<file path="config.mk">
export PLATFORM = sky130hd
export DESIGN_NAME = display_timing_gen
export DESIGN_NICKNAME = d
export VERILOG_FILES = /design/src/rtl/display_timing_gen.sv
export SDC_FILE = /design/constraint.sdc
export NUM_CORES = 1
export LEC_CHECK = 0
export CAP_MARGIN = 20
export CORE_MARGIN = 5
export CORE_UTILIZATION = 42
export CTS_CLUSTER_SIZE = 12
export DETAILED_ROUTE_END_ITERATION = 7
export HOLD_SLACK_MARGIN = 0.1
export PLACE_DENSITY = 0.75
export SYNTH_ARGS = -nofsm -noshare
export SYNTH_HDL_FRONTEND = slang
export SYNTH_SLANG_ARGS = --single-unit
</file>
<file path="constraint.sdc">
create_clock -name clk_i -period 2.13 [get_ports clk_i]
set_input_delay 0.426 -clock clk_i [delete_from_list [all_inputs] [get_ports clk_i]]
set_output_delay 0.426 -clock clk_i [all_outputs]
set_load 0.02 [all_outputs]
</file>
<file path="src/rtl/display_timing_gen.sv">
// Raster timing generator: counters -> renderer coordinates, sync/blank delayed to meet returned colour.
// Latency PIPE_LAT+1 pix_en ticks from counter to pins; no backpressure, pix_en_i low freezes all state.
module display_timing_gen #(
  parameter int H_ACTIVE = 640,
  parameter int H_FP     = 16,
  parameter int H_SYNC   = 96,
  parameter int H_BP     = 48,
  parameter int V_ACTIVE = 480,
  parameter int V_FP     = 10,
  parameter int V_SYNC   = 2,
  parameter int V_BP     = 33,
  parameter bit HS_POL   = 1'b0,
  parameter bit VS_POL   = 1'b0,
  parameter int RGB_W    = 16,
  parameter int PIPE_LAT = 2
) (
  input  logic                                                clk_i,
  input  logic                                                rst_i,
  input  logic                                                pix_en_i,
  output logic [$clog2(H_ACTIVE+H_FP+H_SYNC+H_BP)-1:0]        x_o,
  output logic [$clog2(V_ACTIVE+V_FP+V_SYNC+V_BP)-1:0]        y_o,
  output logic                                                req_o,
  input  logic [RGB_W-1:0]                                    rgb_i,
  output logic [RGB_W-1:0]                                    vga_rgb_o,
  output logic                                                vga_hs_o,
  output logic                                                vga_vs_o,
  output logic                                                de_o,
  output logic                                                frame_o,
  output logic                                                line_o
);

  localparam int H_TOTAL = H_ACTIVE + H_FP + H_SYNC + H_BP;
  localparam int V_TOTAL = V_ACTIVE + V_FP + V_SYNC + V_BP;
  localparam int HW = $clog2(H_TOTAL);
  localparam int VW = $clog2(V_TOTAL);

  localparam logic [HW-1:0] H_LAST = HW'(H_TOTAL - 1);
  localparam logic [HW-1:0] H_ACT  = HW'(H_ACTIVE);
  localparam logic [HW-1:0] HS_BEG = HW'(H_ACTIVE + H_FP);
  localparam logic [HW-1:0] HS_END = HW'(H_ACTIVE + H_FP + H_SYNC);
  localparam logic [VW-1:0] V_LAST = VW'(V_TOTAL - 1);
  localparam logic [VW-1:0] V_ACT  = VW'(V_ACTIVE);
  localparam logic [VW-1:0] VS_BEG = VW'(V_ACTIVE + V_FP);
  localparam logic [VW-1:0] VS_END = VW'(V_ACTIVE + V_FP + V_SYNC);

  generate
    if (H_ACTIVE < 1 || H_FP < 1 || H_SYNC < 1 || H_BP < 1 ||
        V_ACTIVE < 1 || V_FP < 1 || V_SYNC < 1 || V_BP < 1) begin : g_bad_timing
      $error("display_timing_gen: every timing parameter must be >= 1");
    end
    if (PIPE_LAT < 0 || PIPE_LAT > 8) begin : g_bad_lat
      $error("display_timing_gen: PIPE_LAT must be in 0..8");
    end
  endgenerate

  typedef struct packed {
    logic req;
    logic hs;
    logic vs;
    logic frm;
    logic lin;
  } flags_t;

  logic [HW-1:0] h_cnt;
  logic [VW-1:0] v_cnt;
  flags_t        s0;
  flags_t        dly;

  always_ff @(posedge clk_i) begin
    if (rst_i) begin
      h_cnt <= '0;
      v_cnt <= '0;
    end else if (pix_en_i) begin
      if (h_cnt == H_LAST) begin
        h_cnt <= '0;
        v_cnt <= (v_cnt == V_LAST) ? '0 : v_cnt + 1'b1;
      end else begin
        h_cnt <= h_cnt + 1'b1;
      end
    end
  end

  assign x_o = h_cnt;
  assign y_o = v_cnt;

  always_comb begin
    s0     = '0;
    s0.req = (h_cnt < H_ACT) && (v_cnt < V_ACT);
    s0.hs  = (h_cnt >= HS_BEG) && (h_cnt < HS_END);
    s0.vs  = (v_cnt >= VS_BEG) && (v_cnt < VS_END);
    s0.frm = (h_cnt == '0) && (v_cnt == '0);
    s0.lin = (h_cnt == '0) && (v_cnt < V_ACT);
  end

  assign req_o = s0.req;

  // Flags ride alongside the renderer so they meet rgb_i at the output register.
  generate
    if (PIPE_LAT == 0) begin : g_nopipe
      assign dly = s0;
    end else begin : g_pipe
      flags_t sr [PIPE_LAT];
      always_ff @(posedge clk_i) begin
        if (rst_i) begin
          for (int i = 0; i < PIPE_LAT; i++) sr[i] <= '0;
        end else if (pix_en_i) begin
          sr[0] <= s0;
          for (int i = 1; i < PIPE_LAT; i++) sr[i] <= sr[i-1];
        end
      end
      assign dly = sr[PIPE_LAT-1];
    end
  endgenerate

  always_ff @(posedge clk_i) begin
    if (rst_i) begin
      vga_rgb_o <= '0;
      de_o      <= 1'b0;
      vga_hs_o  <= ~HS_POL;
      vga_vs_o  <= ~VS_POL;
      frame_o   <= 1'b0;
      line_o    <= 1'b0;
    end else if (pix_en_i) begin
      vga_rgb_o <= dly.req ? rgb_i : '0;
      de_o      <= dly.req;
      vga_hs_o  <= dly.hs ? HS_POL : ~HS_POL;
      vga_vs_o  <= dly.vs ? VS_POL : ~VS_POL;
      frame_o   <= dly.frm;
      line_o    <= dly.lin;
    end
  end

endmodule

</file>
# Word level (Yosys, flattened, before mapping)
# Memory sizes are Yosys's and may differ from the RTL's.
# Index checks and enable logic that the tools add are counted.
# word_totals
n_memories	1
ram_bits	10
output_inout_bits	42
elab_cells	41
register_bits	41
# op_classes
bitwise	2
order_cmp	6
addsub	2
n_eq_ne	2
mux	12
n_reduce_logical	8
# memory_table
name	depth	word_bits	read_ports	rd_clocked_by_memory_dff	write_ports	line	source
g_pipe.sr	2	5	2	0	2	102	flags_t sr [PIPE_LAT];
# op_table
operator	count
10-bit by 1-bit adder with 10-bit output, second input constant	2
10-bit equality test, second input constant	2
10-bit logical NOT	2
10-bit less-than comparator, second input constant	2
10-bit by 9-bit less-than comparator with 1-bit output, second input constant	2
10-bit two-way mux	2
16-bit two-way mux	1
10-bit greater-or-equal comparator, second input constant	1
10-bit by 9-bit greater-or-equal comparator with 1-bit output, second input constant	1
5-bit two-way mux	2
1-bit two-way mux	7
1-bit logical AND	5
1-bit OR	2
2-bit AND reduction	1

# Depth between registers and ports, before layout
# Gate-level depths: netlist (run 1).
# logic_depth
depth_word	4
depth_mapped	6

# Worst setup path after synthesis (run 1)
# No wires, ideal clock.
# synth_path
path_type	reg-to-reg
start	reg h_cnt[1], in the netlist x_o[1]
end	reg v_cnt[8], in the netlist y_o[8]
setup_ns	0.071
synth_period_minus_slack_ns	2.132
arrival_ns	2.061
path_stages_with_launch	6
t_required_ns	2.059
slack_ns	-0.002
cell_sequence	dfxtp_1 -> ha_1 -> nand4_1 -> or4_4 -> or4_1 -> a21oi_1
# synth_between
elab_chain_len	2
# synth_lines
element	line	source
start, declared	64	logic [HW-1:0] h_cnt;
start signal, assigned	78	h_cnt <= h_cnt + 1'b1;
10-bit equality test	74	if (h_cnt == H_LAST) begin
2-bit AND reduction (no line)	n/a	
end signal, assigned	76	v_cnt <= (v_cnt == V_LAST) ? '0 : v_cnt + 1'b1;
end, declared	65	logic [VW-1:0] v_cnt;
# No other way between the ends.
# A chain may end at the register's enable or synchronous reset.

# Worst setup path in the final report (run 1)
# Ends and elaborated chain as after synthesis.

==> results of run 1 <==
## power groups by stage
stage	logic, µW	registers (µW)	clock network (µW)
2_1_floorplan	49.5	1070	0
3_3_place_gp	154	1050	0
3_5_place_dp	158	1050	0
4_1_cts	159	1030	735
5_1_grt	170	1030	777
6_report	157	1030	720
## logic make-up (layout without fill, tap and decap cells)
family | Yosys count | count (layout) | synth area share, %
simple gates | 85 | 85 | 22.2
fa+ha+maj | 5 | 5 | 2.96
xor+xnor | 10 | 10 | 4.15
mux | 3 | 3 | 1.48
flops | 51 | 51 | 53.1
compound gates | 39 | 39 | 13.2
buf+inv | 16 | 99 | 2.96
## per-stage QoR
step,hold slack [ns],util [%],cells,setup WS (ns),area (µm²)
after global placement,0.433,61.5,351,-0.148,2940
after CTS,0.480,64.0,359,0.0545,3060
after detailed placement,0.458,61.5,351,-0.229,2940
after floorplan,0.456,-,209,0.0229,2110
final,0.485,64.1,359,0.0738,3070
after global routing,0.495,64.1,359,0.0182,3070
## final timing paths
| path | endpoint |
|---|---|
| max | y_o[8] |
| min | de_o |
| max reg2reg | y_o[8] |
| min reg2reg | de_o |
## state kept, by name, summed over array words and instances (netlist names)
signal and cells:
de_o 1, x_o 10, vga_hs_o 1, vga_rgb_o 16, g_pipe.sr 10, y_o 10
vga_vs_o 1, line_o 1, frame_o 1
## worst max-delay path: cells and delay by family, from the launching register on
kind                     cells  cell delay, ns
AO/OA/AOI/OAI                1            0.15
AND/OR/NAND/NOR              3            1.25
flip-flops                   1            0.38
adder cells (fa/ha/maj)      1            0.21
## repair_timing
item                                    4_1_cts  5_1_grt
cloned                                        0        0
resized for setup                             1        1
hold buffers                                  0        0
endpoints found under the setup margin        1        2
## cell type report
cell class	count	area share, %
inverters	6	0.735
clock buffers	6	2.69
flip-flops and latches	51	36.7
repair buffers	85	25.7
multi-input cells	142	30.2
clock inverters	2	1.27
well taps	67	2.73
## layout by cell type (no fill, tap or decap), drive strengths merged, types with 4 or more instances in the layout
cell	Yosys	final
nand3	11	11
nor3	13	13
clkbuf	7	6
clkdlybuf4s50	0	59
nand4	6	6
nor2	14	14
buf	3	25
o21ai	5	5
xor2	4	4
dfxtp	41	41
or3	5	5
nand2	9	9
a21oi	10	10
nor4	5	5
inv	6	7
xnor2	6	6
ha	5	5
a22o	17	17
and2	6	6
and3	4	4
edfxtp	10	10
## layer usage
layer	vias up	global-route usage, %	wire length, µm
met3	7	3.33	252
met5	-	0	0
li1	926	-	-
met1	892	22.4	2270
met4	0	8.95	111
met2	50	28.6	2700
==> metrics.md, run 1 <==
| Metric | Value |
|---|---|
| Outcome | `finished, final reports clean` |
| Syn avg cell area | `10.1 µm²` |
| Via density | `5.22` |
| Layout area overhead | `45.2%` |
| Max FO, Critical Path | `5` |
| Post-route minimum period | `2.06 ns` |
| Flop2flop setup slack | `0.07 ns` |
| Internal power | `1480 µW` |
| FF-to-FF path depth | `5` |
| Achievable Freq | `0.486 GHz` |
| Post-DP HPWL | `3.99 mm` |
| Post-synthesis cell type count | `37` |
| Critical path endpoint category | `flop` |
| Yosys top cell by area | `dfxtp_1` |
| Ant diodes | `0` |
| WL/cell | `14.9 µm` |
| Htree depth | `2` |
| Layout Skew | `0.0115 ns` |
| Syn Nets | `233` |
| Setup tns final | `0 ns` |
| Leakage power | `0.00114 µW` |
| Pre-antenna DRT Iters | `4` |
| Num CTS Buffers | `5` |
| Setup bufs post-CTS | `0` |
| Layout cells sized above 1 | `13.0%` |
| HP Start | `de_o` |
| Post-synth EDFFs | `10` |
| Clk pin slew, worst setup/hold paths | `0.09 ns` |
| Core Footprint | `4790 µm²` |
| Gr usage total | `17.6%` |
| DRT iter0 DRCs | `118` |
| Chip height | `80.9 µm` |
| Net switching power | `418 µW` |
| Max-slew headroom | `58.0%` |
| Switching Share | `22.0%` |
| Skew-Pair Late Insertion Delay | `0.31 ns` |
| Net count, final | `315` |
| Fill cell count | `408` |
| Rows | `25` |
| Worst endpoint required time | `2.38 ns` |
| Die width | `80.9 µm` |
| Synthesis warning total | `0` |
| GPL Wtd Cong | `0.879` |
| Clock power frac | `37.9%` |
| First-pass GRT wire length | `8.88 mm` |
| CTS tree | `yes` |
| PortBufs | `60` |
| Worst hold path type | `flop to flop` |
| Synth Register Bits | `51` |
| Seq pwr share | `53.9%` |
| Synth Flop Type | `dfxtp_1` |
| Crit share post-route | `96.5%` |
| List of most frequent post-synthesis cells | `dfxtp_1, a22o_1, nor2_1` |
| Vias | `1875` |
| CP Launch Type | `flop` |
| Max cap viols | `0` |
| Crit path DAT | `2.31 ns` |
| Hold Path Depth | `1` |
| # setup viols final | `0` |
| DRC viols | `0` |
| Comb pwr share | `8.2%` |
| Area occupied by multi-input gates | `927 µm²` |
| Drt total wl | `5.34 mm` |
| Largest net degree at the start of global routing | `18` |
| Storage element area | `1120 µm²` |
| Worst setup path startpoint | `x_o[1]` |
| IO Count | `61` |
| Worst path slowest cell | `or4_4` |
| Crit path cell chain | `ha_1, nand4_1, or4_4, or4_1, a21oi_1` |
| Measured slew at the worst slew-check pin | `0.630 ns` |
| Power Density | `621 nW/µm²` |
| Clock root buffer | `clkbuf_8` |
| Die area | `6540 µm²` |
| Clock buffer depth | `2` |
| Worst r2r src | `x_o[1]` |
| Initial Util | `44.1%` |
| Count leader, synth | `dfxtp_1` |
| WS Path Type | `flop to flop` |
| Async S/R FF share, synth | `0%` |
| Largest cells by area after synthesis | `dfxtp_1, edfxtp_1, a22o_1, ha_1, nor3_1` |
| ANT nets after route | `0` |
| VDD IR max | `728 µV` |
| Sink Count | `51` |
| Syn Std Cell Area | `2110 µm²` |
| RSZ-0062 raised after global routing | `false` |
| Vias in the first global route | `1851` |
| Initial antenna violation count | `0` |
| CP max stage delay | `0.57 ns` |
| Top cell type's share of synthesized area | `38.9%` |
| Sequential area share after synthesis | `53.1%` |
| Final Power | `1900 µW` |
| GRT overflow | `0` |
| Final hold violation count | `0` |
| Cells after synthesis | `209` |
| Pins Over Slew Limit | `0` |
Note: power is estimated with default switching activity, not from simulation.
==> inputs of run 2 (changes only) <==
- CORE_MARGIN: 5 -> 2
==> metrics.md, run 2 (synthesis gave the netlist of run 1 again) <==
| Metric | Value |
|---|---|
| Post-DP HPWL | `3.58 mm` |
| Pre-antenna DRT Iters | `4` |
| Worst hold path type | `flop to flop` |
| Initial Util | `44.1%` |
| CTS tree | `yes` |
| Clock buffer depth | `2` |
| Num CTS Buffers | `5` |
| Skew-Pair Late Insertion Delay | `0.31 ns` |
| WL/cell | `13.8 µm` |
| Chip height | `74.9 µm` |
| Max cap viols | `0` |
| Max FO, Critical Path | `4` |
| GPL Wtd Cong | `0.836` |
| Layout cells sized above 1 | `12.7%` |
| Vias in the first global route | `1690` |
| PortBufs | `60` |
| Worst endpoint required time | `2.37 ns` |
| Sink Count | `51` |
| DRT iter0 DRCs | `87` |
| Ant diodes | `0` |
| Power Density | `628 nW/µm²` |
| Htree depth | `2` |
| Outcome | `finished, final reports clean` |
| Crit path DAT | `2.28 ns` |
| RSZ-0062 raised after global routing | `false` |
| Post-Place Cell Area | `2940 µm²` |
| Gr usage total | `18.2%` |
| Largest net degree at the start of global routing | `18` |
| WS Path Type | `flop to flop` |
| Vias | `1850` |
| Largest register FFs | `16` |
| Die area | `5610 µm²` |
| Initial antenna violation count | `0` |
| Post-route minimum period | `2.03 ns` |
| DRC viols | `0` |
| Clk pin slew, worst setup/hold paths | `0.09 ns` |
| IO Count | `61` |
| Crit share post-route | `95.4%` |
| Most frequent cells in the layout | `clkdlybuf4s50_1, dfxtp_1, buf_4, a22o_1, nor2_1` |
| Drt total wl | `4.96 mm` |
| VDD IR max | `498 µV` |
| WHS | `0.465 ns` |
| Die width | `74.9 µm` |
| Measured slew at the worst slew-check pin | `0.615 ns` |
| Layout Skew | `0.00677 ns` |
| Achievable Freq | `0.492 GHz` |
| Final hold violation count | `0` |
| Commonest non-fill, non-tap cell in the layout | `clkdlybuf4s50_1` |
| Net count, final | `315` |
| Final instance area | `3070 µm²` |
| Leakage power | `0.00114 µW` |
| Clock root buffer | `clkbuf_8` |
| Most flop-heavy register | `vga_rgb_o` |
| First-pass GRT wire length | `7.88 mm` |
| Rows | `25` |
| CP Launch Type | `flop` |
| Layout area overhead | `45.6%` |
| Critical path endpoint category | `flop` |
| # setup viols final | `0` |
| GRT overflow | `0` |
| Pins Over Slew Limit | `0` |
| Via density | `5.15` |
| Core Footprint | `4790 µm²` |
| ANT nets after route | `0` |
| Max-slew headroom | `59.0%` |
## run 2: changes by cell type in the layout (fill, tap and decap cells not counted), sizes merged
cell and change:
inv -1, clkinvlp +1
## run 2: metal layers
layer	up-vias	GRT usage, %	wire length (µm)
met5	-	0	0
met4	0	6.75	55
met1	870	25.0	2310
met2	46	28.8	2400
met3	6	3.35	198
li1	928	-	-
## run 2: final cells by class
| type | instances | area [µm²] |
|---|---|---|
| fillers | 401 | 1710 |
| clock buffers | 6 | 93.8 |
| repair buffers | 85 | 787 |
| multi-input cells | 142 | 927 |
| flip-flops and latches | 51 | 1120 |
| well taps | 67 | 83.8 |
| inverters | 6 | 22.5 |
| clock inverters | 2 | 37.5 |
## run 2: per-stage QoR
step | setup TNS (ns) | utilization [%] | instances | worst slack, ns | power [µW]
3_5_place_dp | -0.452 | 61.5 | 351 | -0.172 | 1200
3_3_place_gp | -0.294 | 61.5 | 351 | -0.155 | 1200
2_1_floorplan | 0 | - | 209 | 0.0229 | 1110
5_1_grt | 0 | 64.2 | 359 | 0.0427 | 2000
6_report | 0 | 64.2 | 359 | 0.0987 | 1930
4_1_cts | 0 | 64.2 | 359 | 0.108 | 1940
## run 2: final timing paths
check                             from      to  slack [ns]  cells past startpoint
worst min-delay path              de_o    de_o        0.47                      1
worst max-delay path            x_o[0]  y_o[8]         0.1                      5
worst min register to register    de_o    de_o        0.47                      1
worst max register to register  x_o[0]  y_o[8]         0.1                      5
## run 2: repair_timing
action | in CTS | in global routing
gates resized for setup | 1 | 0
setup endpoints to repair | 1 | 0
endpoints found under the hold margin | 0 | 0
hold buffers | 0 | 0
buffers inserted | 0 | 0
## run 2: worst max-delay path, cell delays in order (launching register included)
cell and delay (ns):
dfxtp_1 0.39, ha_1 0.23, nand4_1 0.17, or4_4 0.56
or4_1 0.48, a21oi_1 0.14
## run 2: report_power, final
group / internal (µW) / leakage, µW / total [µW] / switching [µW]
combinational: 85.0 / 0.000638 / 157 / 71.5
clock: 421 / 0.0000626 / 749 / 328
sequential: 1010 / 0.000442 / 1020 / 12.0
